<file path="config.mk">
export PLATFORM = sky130hd
export DESIGN_NAME = mont_domain_conv
export DESIGN_NICKNAME = d
export VERILOG_FILES = /design/src/rtl/mont_domain_conv.sv
export SDC_FILE = /design/constraint.sdc
export NUM_CORES = 2
export LEC_CHECK = 0
export ABC_CLOCK_PERIOD_IN_PS = 24600
export CAP_MARGIN = 0
export CORE_MARGIN = 2
export CORE_UTILIZATION = 30
export DETAILED_ROUTE_END_ITERATION = 6
export PLACE_DENSITY = 0.56
export SETUP_SLACK_MARGIN = 0.1
export SKIP_LAST_GASP = 1
export SYNTH_ARGS = -nofsm -noshare
export SYNTH_HDL_FRONTEND = slang
export SYNTH_SLANG_ARGS = --single-unit
</file>
<file path="constraint.sdc">
create_clock -name clk -period 24.6 [get_ports clk]
set_clock_uncertainty 0.15 [all_clocks]
set_input_delay 7.38 -clock clk [delete_from_list [all_inputs] [get_ports clk]]
set_output_delay 7.38 -clock clk [all_outputs]
set_load 0.03 [all_outputs]
</file>
<file path="src/rtl/mont_domain_conv.sv">
// mont_domain_conv
// Digit-serial Montgomery domain converter for the NTT boundary.
//   dir=0 : out = A*R   mod M, computed as MontMul(A, R2)
//   dir=1 : out = A*R^-1 mod M, computed as MontMul(A, 1)
// One M_BITS digit of A is consumed per cycle. A final conditional
// subtraction brings the result into [0, M).
`timescale 1ns/1ps
module mont_domain_conv #(
    parameter int W      = 32,
    parameter int M_BITS = 8
) (
    input  logic              clk,
    input  logic              rst,
    input  logic              in_valid,
    output logic              in_ready,
    input  logic [W-1:0]      in_data,
    input  logic              dir,
    input  logic [W-1:0]      M,
    input  logic [M_BITS-1:0] M_inv,
    input  logic [W-1:0]      R2,
    output logic              out_valid,
    input  logic              out_ready,
    output logic [W-1:0]      out_data
);

    localparam int N  = W / M_BITS;
    // Datapath width: S (< 2M) plus a_i*B needs W+M_BITS+1 bits, and adding
    // q*M needs one more carry bit, so nothing is ever truncated.
    localparam int DW = W + M_BITS + 2;
    localparam int IW = (N > 1) ? $clog2(N) : 1;

    typedef enum logic [1:0] {
        ST_IDLE = 2'd0,
        ST_RUN  = 2'd1,
        ST_FIX  = 2'd2,
        ST_DONE = 2'd3
    } state_t;

    state_t            r_state;
    logic [W-1:0]      r_a;        // operand, shifted right one digit per RUN cycle
    logic [W-1:0]      r_b;        // captured multiplier (R2 or 1)
    logic [W-1:0]      r_m;        // captured modulus
    logic [M_BITS-1:0] r_minv;     // captured -M^-1 mod 2^M_BITS
    logic [W:0]        r_s;        // running accumulator, < 2M for valid operands
    logic [IW-1:0]     r_idx;      // digit index
    logic              r_in_ready;
    logic              r_out_valid;
    logic [W-1:0]      r_out_data;

    logic [M_BITS-1:0] w_digit;
    logic [DW-1:0]     w_t;
    logic [M_BITS-1:0] w_q;
    logic [DW-1:0]     w_u;
    logic [W:0]        w_s_next;
    logic              w_ge;
    logic [W-1:0]      w_fix;
    logic [W-1:0]      w_one;

    // One Montgomery digit step plus the final conditional subtraction.
    always_comb begin
        w_one    = {{(W-1){1'b0}}, 1'b1};
        w_digit  = r_a[M_BITS-1:0];
        w_t      = DW'(r_s) + (DW'(w_digit) * DW'(r_b));
        // q only needs the low digit of T times M_inv, modulo 2^M_BITS.
        w_q      = M_BITS'(w_t[M_BITS-1:0] * r_minv);
        w_u      = w_t + (DW'(w_q) * DW'(r_m));
        // Low digit of T+q*M is zero by construction; shift it out.
        w_s_next = (W+1)'(w_u >> M_BITS);
        w_ge     = (r_s >= {1'b0, r_m});
        if (w_ge) begin
            w_fix = W'(r_s - {1'b0, r_m});
        end else begin
            w_fix = W'(r_s);
        end
    end

    // Control FSM with registered handshake outputs and datapath state.
    always_ff @(posedge clk or negedge rst) begin
        if (!rst) begin
            r_state     <= ST_IDLE;
            r_a         <= {W{1'b0}};
            r_b         <= {W{1'b0}};
            r_m         <= {W{1'b0}};
            r_minv      <= {M_BITS{1'b0}};
            r_s         <= {(W+1){1'b0}};
            r_idx       <= {IW{1'b0}};
            r_in_ready  <= 1'b1;
            r_out_valid <= 1'b0;
            r_out_data  <= {W{1'b0}};
        end else begin
            case (r_state)
                ST_IDLE: begin
                    if (in_valid && r_in_ready) begin
                        r_a        <= in_data;
                        r_b        <= dir ? w_one : R2;
                        r_m        <= M;
                        r_minv     <= M_inv;
                        r_s        <= {(W+1){1'b0}};
                        r_idx      <= {IW{1'b0}};
                        r_in_ready <= 1'b0;
                        r_state    <= ST_RUN;
                    end else begin
                        r_in_ready <= 1'b1;
                    end
                end
                ST_RUN: begin
                    r_s   <= w_s_next;
                    r_a   <= r_a >> M_BITS;
                    r_idx <= r_idx + IW'(1);
                    if (r_idx == IW'(N - 1)) begin
                        r_state <= ST_FIX;
                    end else begin
                        r_state <= ST_RUN;
                    end
                end
                ST_FIX: begin
                    r_out_data  <= w_fix;
                    r_out_valid <= 1'b1;
                    r_state     <= ST_DONE;
                end
                ST_DONE: begin
                    // Result is held until the consumer takes it.
                    if (out_ready) begin
                        r_out_valid <= 1'b0;
                        r_in_ready  <= 1'b1;
                        r_state     <= ST_IDLE;
                    end else begin
                        r_out_valid <= 1'b1;
                    end
                end
                default: begin
                    r_state     <= ST_IDLE;
                    r_in_ready  <= 1'b1;
                    r_out_valid <= 1'b0;
                end
            endcase
        end
    end

    assign in_ready  = r_in_ready;
    assign out_valid = r_out_valid;
    assign out_data  = r_out_data;

endmodule

</file>
==> metrics.log <==
[metrics] result of the run: complete, no violations
[metrics] achievable clock frequency: 80.23 MHz
[metrics] number of nets in the final layout: 3,905
[metrics] cell seen most often among critical-path stages: sky130_fd_sc_hd__fa_1
[metrics] RSZ-0062 raised after global routing: false
[metrics] initial standard-cell utilization of the core: 30.20%
[metrics] path category of the worst min-delay check: register to register
[metrics] detailed router's first-iteration violation count: 1,143
[metrics] part of the Yosys area used for sequential elements: 16.14%
[metrics] post-synthesis register bit count: 175
[metrics] site row count: 110
[metrics] startpoint class of the critical path: register
[metrics] count of cells resized by post-cts repair: 0
[metrics] final total negative setup slack: 0 ns
[metrics] minimum clock period: 12.46 ns
[metrics] buffers plus inverters on the worst setup path: 8
[metrics] area occupied by registers: 4380 um^2
[metrics] DRC violations left: 0
[metrics] launch instance of the worst register-to-register path: r_a[0]
[metrics] Post-DP HPWL: 61,460 um
[metrics] number of setup buffers added after CTS: 0
[metrics] Yosys top cell by area: sky130_fd_sc_hd__fa_1
[metrics] synthesized instance count: 3,135
[metrics] Max Fanout on Critical Path: 33
[metrics] H-tree depth reported by CTS: 4
[metrics] clock insertion delay at the later pin of the skew report: 0.50 ns
[metrics] cts-stage hold buffer count: 0
[metrics] EDFF count, synth: 0
[metrics] number of top-level design ports: 143
[metrics] top cells by area in the synthesized netlist: sky130_fd_sc_hd__fa_1 (33%), sky130_fd_sc_hd__dfrtp_1 (16%), sky130_fd_sc_hd__inv_1 (8.2%)
[metrics] total die area: 92,880 um^2
[metrics] global-route wire length before repair: 124,100 um
[metrics] Worst Slack Setup Final: 12.14 ns
[metrics] Async S/R FF share, synth: 100.0%
[metrics] Congestion Overflow GR: 0
[metrics] Total GRT Usage: 17.15%
[metrics] buffers from clock root to sink, at most: 2
[metrics] fraction of layout instances using a drive strength above 1: 2.505%
[metrics] combined area of the multi-input logic cells: 20,070 um^2
[metrics] vias in the first global route: 21,810
[metrics] transition time at the pin with the least slew margin: 1.192 ns
[metrics] CTS tree: yes
[metrics] total via count in the routed design: 20,780
[metrics] via/cell ratio: 4.754
[metrics] floorplan die width: 304.8 um
[metrics] number of unique standard cell types used by synthesis: 72
[metrics] total CTS buffers: 17
[metrics] longest individual stage delay on the worst path: 1.13 ns
[metrics] maximum number of pins on one net before global-route repair: 112
[metrics] number of nets with antenna violations after detailed routing: 0
[metrics] average cell area after synthesis: 8.657 um^2
[metrics] Setup-failing EPs final: 0
[metrics] worst hold path startpoint: r_a[5]
[metrics] remaining max-slew budget at the tightest pin: 20.55%
[metrics] slowest CP cell: sky130_fd_sc_hd__dfrtp_1
[metrics] Die Height: 304.8 um
[metrics] cell types with the highest counts after synthesis: sky130_fd_sc_hd__inv_1 (591), sky130_fd_sc_hd__nand2_1 (516), sky130_fd_sc_hd__fa_1 (443), sky130_fd_sc_hd__and2_1 (323), sky130_fd_sc_hd__dfrtp_1 (174)
[metrics] minimum setup slack after placement: 12.23 ns
[metrics] Area growth syn-to-layout: 11.91%
[metrics] clock slew seen by the registers of the worst setup and hold paths: 0.07 ns
[metrics] final estimated routing congestion in global placement: 0.9001
[metrics] WP data arrival: 12.75 ns
[metrics] share of Yosys cell area claimed by the top area cell type: 32.68%
[metrics] fill cell total of the finished layout: 9,469
[metrics] number of endpoints with negative hold slack in the final report: 0
[metrics] final period utilization: 50.67%
[metrics] number of antenna violations at the first check in global routing: 3
[metrics] post-synth design cell area: 27,140 um^2
[metrics] Max Cap Viol: 0
[metrics] dominant delay contributor by cell family on the critical path: adder cells
[metrics] reg-to-reg setup timing slack: 12.14 ns
[metrics] final-report max-slew violation count: 0
[metrics] antenna diode instance count: 0
[metrics] Worst setup startpoint: r_a[0]
[metrics] leading register cell type out of synthesis: sky130_fd_sc_hd__dfrtp_1
[metrics] kind of capture point of the worst setup path: register
[metrics] I/O Buffers: 142
[metrics] required time at the worst-slack endpoint: 24.88 ns
[metrics] Syn Nets: 3,859
[metrics] average routed wire per standard cell: 17.46 um
[metrics] final wirelength: 76,290 um
[metrics] length of the first detailed-routing pass in iterations: 5
[metrics] kind of critical path: register to register
[metrics] number of clock sinks: 175
[metrics] cell with the most instances after synthesis: sky130_fd_sc_hd__inv_1
[metrics] clock tree root buffer cell: sky130_fd_sc_hd__clkbuf_16
[metrics] warnings from Yosys: 0
[metrics] core area: 89,870 um^2
-- layout by cell type, fill, tap and decap left out, drive strengths merged, types with 31 or more instances in the layout --
cell type and instances:
o21ai 117, dfrtp 174, ha 172, fa 443
inv 596, and2 323, a21oi 104, xor2 44
nor2 67, nand3 48, a21o 51, nand3b 31
clkdlybuf4s50 141, nand2 516, xnor2 55
-- through the flow --
step | instance area (um^2) | instances | hold WS (ns) | util, %
2_1_floorplan | 27140 | 3135 | 0.2955 | -
3_3_place_gp | 29740 | 4338 | 0.3095 | 33.09
3_5_place_dp | 29740 | 4338 | 0.3144 | 33.09
4_1_cts | 30370 | 4370 | 0.3328 | 33.79
5_1_grt | 30370 | 4370 | 0.3587 | 33.79
6_report | 30370 | 4370 | 0.3309 | 33.79
-- flip-flops by register name, indices dropped and copies added (netlist names), named ones only --
register,cells
in_ready,1
out_data,32
out_valid,1
r_a,32
r_b,32
r_idx,2
r_m,32
r_minv,8
r_s,33
r_state,1
-- cell families (layout without fill, tap and decap cells) --
logic type	Yosys count	in the layout	synth area share, %
AOI/OAI and AO/OA	423	423	10.03
xor gates and xnor gates	99	99	3.195
adders and majority gates	615	615	40.61
buffers and inverters	730	789	10.13
DFF	175	175	16.14
muxes	10	10	0.3827
and+or+nand+nor	1083	1083	19.51
-- cell type report --
cell class | instances | area share (%)
clock buffers | 20 | 1.504
clock inverters | 12 | 0.5685
inverters | 591 | 7.304
multi-input cells | 2230 | 66.07
flip-flops and latches | 175 | 14.42
well taps | 1176 | 4.845
repair buffers | 166 | 5.285
-- routing by layer --
layer | GRT usage (%) | routed length, um | up-vias
met5 | 0 | 11 | -
met4 | 5.100 | 1994 | 2
met3 | 2.837 | 3561 | 75
met2 | 29.62 | 37730 | 385
met1 | 21.96 | 33000 | 10540
li1 | - | - | 9774
-- final timing paths --
check	cells past startpoint	endpoint
min	2	r_a[5]
max	41	r_s[30]
min in group asynchronous	1	r_b[30]
max in group asynchronous	2	r_s[26]
max reg2reg	41	r_s[30]
min reg2reg	2	r_a[5]
-- worst register-to-register path: cells and delay by family (launching register included) --
| family | cells | cell delay [ns] |
|---|---|---|
| fa+ha+maj | 16 | 6.61 |
| compound gates | 7 | 1.91 |
| xor+xnor | 4 | 0.68 |
| simple gates | 6 | 1.25 |
| buf+inv | 8 | 0.68 |
| flops | 1 | 1.13 |
Power is not shown: default switching activity piles up to over one toggle a cycle in this logic, so the estimate is an artifact.
